`config.mk`:
```
export PLATFORM = sky130hd
export DESIGN_NAME = life_manager
export DESIGN_NICKNAME = d
export VERILOG_FILES = /design/src/rtl/life_pkg.sv /design/src/rtl/frame_tick_sync.sv /design/src/rtl/life_manager.sv
export SDC_FILE = /design/constraint.sdc
export NUM_CORES = 1
export LEC_CHECK = 0
export ABC_CLOCK_PERIOD_IN_PS = 2300
export BUFFER_PORTS_ARGS = -buffer_cell sky130_fd_sc_hd__buf_2
export CAP_MARGIN = 5
export CORE_MARGIN = 1
export CORE_UTILIZATION = 59
export CTS_CLUSTER_DIAMETER = 40
export DETAILED_ROUTE_END_ITERATION = 10
export MAX_ROUTING_LAYER = met4
export PLACE_DENSITY = 0.81
export SLEW_MARGIN = 20
export SYNTH_ARGS = -nofsm -noshare
export SYNTH_HDL_FRONTEND = slang
export SYNTH_SLANG_ARGS = --single-unit
```
`constraint.sdc`:
```
create_clock -name Clk -period 2.3 [get_ports Clk]
set_input_delay 0.345 -clock Clk [delete_from_list [all_inputs] [get_ports Clk]]
set_output_delay 0.345 -clock Clk [all_outputs]
set_load 0.05 [all_outputs]
```
`src/rtl/life_pkg.sv`:
```
// Shared types and constants for the player-lives controller and its helpers.
package life_pkg;

  typedef enum logic [2:0] {
    IDLE      = 3'd0,
    ALIVE     = 3'd1,
    DYING     = 3'd2,
    RESPAWN   = 3'd3,
    GAME_OVER = 3'd4
  } life_state_t;

  localparam int LIVES_W = 2;

  // Largest of three frame budgets; sizes the shared frame counter.
  function automatic int max3(input int a, input int b, input int c);
    int m;
    m = (a > b) ? a : b;
    return (m > c) ? m : c;
  endfunction

endpackage

```
`src/rtl/frame_tick_sync.sv`:
```
// Brings the vsync-rate frame clock into the Clk domain and turns each
// rising edge into a single-cycle tick (latency 2-3 Clk cycles).
module frame_tick_sync (
  input  logic Clk,
  input  logic Reset,
  input  logic frame_clk,
  output logic tick
);

  logic q1, q2, q3;

  // Two synchroniser flops plus one history flop for edge detection.
  always_ff @(posedge Clk or posedge Reset) begin
    if (Reset) begin
      q1 <= 1'b0;
      q2 <= 1'b0;
      q3 <= 1'b0;
    end else begin
      q1 <= frame_clk;
      q2 <= q1;
      q3 <= q2;
    end
  end

  assign tick = q2 & ~q3;

endmodule

```
`src/rtl/life_manager.sv`:
```
// Player-lives and death-sequencing controller: alive -> dying -> respawn
// (invulnerable, blinking) and a timed game-over hold. Feeds Beginning's
// is_life2 / dead_reset inputs and drives the lives HUD.
module life_manager
  import life_pkg::*;
#(
  parameter int NUM_LIVES       = 3,
  parameter int DYING_FRAMES    = 60,
  parameter int INVULN_FRAMES   = 120,
  parameter int GAMEOVER_FRAMES = 180,
  parameter int BLINK_SHIFT     = 3
) (
  input  logic               Clk,
  input  logic               Reset,
  input  logic               frame_clk,
  input  logic               game_on,
  input  logic               hit,
  output logic [LIVES_W-1:0] lives,
  output logic               is_life2,
  output logic               dead_reset,
  output logic               invincible,
  output logic               player_visible,
  output logic               game_over
);

  localparam int CNT_W = $clog2(max3(DYING_FRAMES, INVULN_FRAMES, GAMEOVER_FRAMES) + 1);
  localparam logic [LIVES_W-1:0] LIVES_INIT = LIVES_W'(NUM_LIVES);
  localparam logic [CNT_W-1:0]   DYING_LAST = CNT_W'(DYING_FRAMES - 1);
  localparam logic [CNT_W-1:0]   INV_LAST   = CNT_W'(INVULN_FRAMES - 1);
  localparam logic [CNT_W-1:0]   GO_LAST    = CNT_W'(GAMEOVER_FRAMES - 1);

  life_state_t        state, state_nxt;
  logic [LIVES_W-1:0] lives_nxt;
  logic [CNT_W-1:0]   cnt, cnt_nxt;
  logic               tick;

  frame_tick_sync u_tick (
    .Clk       (Clk),
    .Reset     (Reset),
    .frame_clk (frame_clk),
    .tick      (tick)
  );

  // State, lives and frame counter registers.
  always_ff @(posedge Clk or posedge Reset) begin
    if (Reset) begin
      state <= IDLE;
      lives <= LIVES_INIT;
      cnt   <= '0;
    end else begin
      state <= state_nxt;
      lives <= lives_nxt;
      cnt   <= cnt_nxt;
    end
  end

  // Next state, lives bookkeeping and frame counter update.
  always_comb begin
    state_nxt = state;
    lives_nxt = lives;
    case (state)
      IDLE: begin
        lives_nxt = LIVES_INIT;
        if (game_on) state_nxt = ALIVE;
      end
      ALIVE: begin
        // A hit wins over a simultaneous game_on drop or frame tick.
        if (hit) begin
          if (lives > LIVES_W'(1)) begin
            lives_nxt = lives - LIVES_W'(1);
            state_nxt = DYING;
          end else begin
            lives_nxt = '0;
            state_nxt = GAME_OVER;
          end
        end else if (!game_on) begin
          state_nxt = IDLE;
        end
      end
      DYING: begin
        if (tick && cnt == DYING_LAST) state_nxt = RESPAWN;
      end
      RESPAWN: begin
        if (!game_on)                   state_nxt = IDLE;
        else if (tick && cnt == INV_LAST) state_nxt = ALIVE;
      end
      GAME_OVER: begin
        // game_on falls as a consequence of this state, so it is ignored.
        if (tick && cnt == GO_LAST) begin
          state_nxt = IDLE;
          lives_nxt = LIVES_INIT;
        end
      end
      default: begin
        state_nxt = IDLE;
        lives_nxt = LIVES_INIT;
      end
    endcase

    // Counter restarts on every transition and saturates rather than wraps.
    if (state_nxt != state)       cnt_nxt = '0;
    else if (tick && cnt != '1)   cnt_nxt = cnt + CNT_W'(1);
    else                          cnt_nxt = cnt;
  end

  // Outputs decoded purely from registered state, counter and lives.
  always_comb begin
    is_life2       = (lives != '0);
    dead_reset     = 1'b0;
    invincible     = 1'b0;
    player_visible = 1'b0;
    game_over      = 1'b0;
    case (state)
      IDLE, ALIVE: player_visible = 1'b1;
      DYING:       dead_reset     = 1'b1;
      RESPAWN: begin
        invincible     = 1'b1;
        player_visible = ~cnt[BLINK_SHIFT];
      end
      GAME_OVER: begin
        dead_reset = 1'b1;
        game_over  = 1'b1;
      end
      default:     player_visible = 1'b1;
    endcase
  end

endmodule

```
==> flow_summary.json <==
{
  "post-cts-setup-buffers": 0,
  "highest_layer": "met4",
  "clk-insertion-delay-late_ps": 280,
  "cts_made_buffers": 3,
  "cp_max_fo": 12,
  "vias_per_cell": 6.45,
  "synth_area_um2": 1020,
  "drt_iter0_drc": 43,
  "hpwl_um": 1500,
  "cts_buffer_depth": 2,
  "placed_cells": 131,
  "powerDensity_nw_per_um2": 1070,
  "seq_area_frac_synth_pct": 39.5,
  "fill_cells": 114,
  "cts-root-buf": "clkbuf_4",
  "timing.final.ws_setup_ps": 394,
  "antenna_found_initial": 0,
  "cts_resized": 0,
  "first_pass_iters": 7,
  "synth_fp_nets": 114,
  "drive_gt1_share_pct": 23.5,
  "path_buf_inv": 2,
  "diodes": 0,
  "clkTransAtPathRegs_ps": 90,
  "die_h_um": 43.6,
  "multi_input_area_um2": 571,
  "dp_slack_ps": 596,
  "worstSetupPathDepth": 4,
  "max_freq_mhz": 525,
  "netlist_top_cells_area": "dfrtp_1, dfstp_2, nor3_1, mux2i_1, a21oi_1",
  "synth_top_area_share_pct": 34.4,
  "wl_met3_um": 126,
  "fin_area_um2": 1120,
  "met2_length_um": 941,
  "setup_viol": 0,
  "arrival_ps": 1560,
  "hold_viol_final": 0,
  "io_pins": 12,
  "cp-start-kind": "register",
  "cts_sinks": 16,
  "cp-end-kind": "primary output",
  "synth_cell_types": 43,
  "cpMaxStageDelayCell": "dfrtp_1",
  "avgSynthCellArea_um2": 9.44,
  "cp_top_family": "flip-flops",
  "final_cell_mix": "dfrtp_1, buf_2, inv_1, nor3_1, nor2_1",
  "core_um2": 1560,
  "yosysTopAreaCell": "dfrtp_1",
  "die-width_um": 43.6,
  "drc": 2,
  "start_util_pct": 65.4,
  "grt_pass1_wl_um": 3450,
  "seq_area_um2": 403,
  "violations": "design-rule violations",
  "slew_headroom_pct": 60.8,
  "cts_tree": "done",
  "vdd_ir_drop_max_mv": 0.872,
  "crit_required_ps": 1960,
  "io_buffers": 11,
  "vias": 871,
  "grt_pass1_vias": 773,
  "ys_warn_count": 0,
  "ff2ff_path_depth": 5,
  "grt_use_total_pct": 25.4,
  "layout_min_cycle_time_ps": 1910,
  "fin_util_pct": 71.7,
  "m1WireLength_um": 977,
  "grt-ovfl-total": 0,
  "std_cell_rows": 14,
  "rsz0062_at_grt": "false",
  "wl_per_cell_um": 15.3,
  "slowest_delay_ps": 580,
  "path_cells": "inv_1, nor3_2, a21oi_1, buf_2",
  "p_leak_uw": 0.000442,
  "path_class": "reg2out",
  "final_common_cell": "dfrtp_1",
  "hp-class": "in2async",
  "grt_max_degree": 17,
  "nets": 126,
  "finalSetupTns_ps": 0,
  "hold_buffers": 0,
  "place_area_um2": 1080,
  "syn_inst": 108,
  "tightest_slew_ps": 587,
  "area_delta_synth_final_pct": 9.69,
  "finalMaxSlewViolations": 0,
  "fin_skew_ps": 4.26,
  "final_cells": 135,
  "h-tree-depth": 1,
  "max_cap_violations": 0,
  "ant_nets": 0,
  "synth-seq-cells": 16,
  "gp_congestion": 0.904,
  "outcome": "complete, but fails checks",
  "wl_um": 2060,
  "die_area_um2": 1900,
  "post-route-period-util_pct": 82.9
}
## through the flow
step	total power [uW]	hold WS, ps
after floorplan	902	257
after global placement	1000	367
after detailed placement	1010	362
after CTS	1200	132
after global routing	1270	151
final	1200	108
## cells in the mapped netlist (all sizes together)
master / number
a2111oi: 1
a211oi: 2
a21o: 2
a21oi: 6
a221oi: 1
a31oi: 1
a32oi: 3
a41oi: 2
and2: 2
and3b: 1
and4b: 1
buf: 3
clkbuf: 1
dfrtp: 14
dfstp: 2
ha: 1
inv: 9
mux2: 1
mux2i: 4
nand2: 6
nand2b: 3
nand3: 6
nor2: 7
nor2b: 1
nor3: 9
nor3b: 2
nor4: 2
o21ai: 3
o22ai: 2
o311ai: 2
o31ai: 2
or2: 1
or3: 1
or4: 1
xnor2: 2
xor2: 1
## path summary, 6_finish.rpt
check	start	slack (ps)	endpoint
max in group asynchronous	Reset	1810	state[1]
min in group Clk	frame_clk	160	u_tick.q1
max reg2reg	cnt[0]	560	cnt[3]
max	state[1]	390	player_visible
min reg2reg	u_tick.q1	370	u_tick.q2
min	Reset	110	cnt[2]
## layer usage
| layer | up-vias | track usage (%) |
|---|---|---|
| li1 | 425 | - |
| met1 | 416 | 37.0 |
| met2 | 28 | 36.7 |
| met3 | 2 | 3.75 |
| met4 | 0 | 7.50 |
| met5 | - | - |
## worst register-to-register path, delay by kind of cell (launching register included)
kind / cells / cell delay (ps)
fa+ha+maj: 1 / 290
flops: 1 / 420
simple gates: 2 / 610
compound gates: 2 / 350
## registers in the layout (all words and copies together), names as in the netlist
| signal | cells |
|---|---|
| cnt | 8 |
| u_tick.q2 | 1 |
| u_tick.q3 | 1 |
| state | 3 |
| lives | 2 |
| u_tick.q1 | 1 |
## cell families after synthesis
kind of cell	count (synthesis)	synth area share [%]
adder cells (fa/ha/maj)	1	1.23
multiplexers	5	5.03
AO/OA/AOI/OAI	27	23.2
XOR/XNOR	3	2.58
flip-flops	16	39.5
buffers and inverters	13	5.03
AND/OR/NAND/NOR	43	23.4
## layout make-up
class	instances	area share, %
Multi-Input combinational cell	79	51.0
Sequential cell	16	36.0
Timing Repair Buffer	11	4.92
Clock buffer	4	3.24
Inverter	9	3.02
Tap cell	16	1.79
## power by group
group          total, uW  internal (uW)  switching, uW
Sequential           432            341           91.0
Combinational        584            170            414
Clock                183           96.3           86.8
Total               1200            607            592
Power figures use the tool's default switching activity.
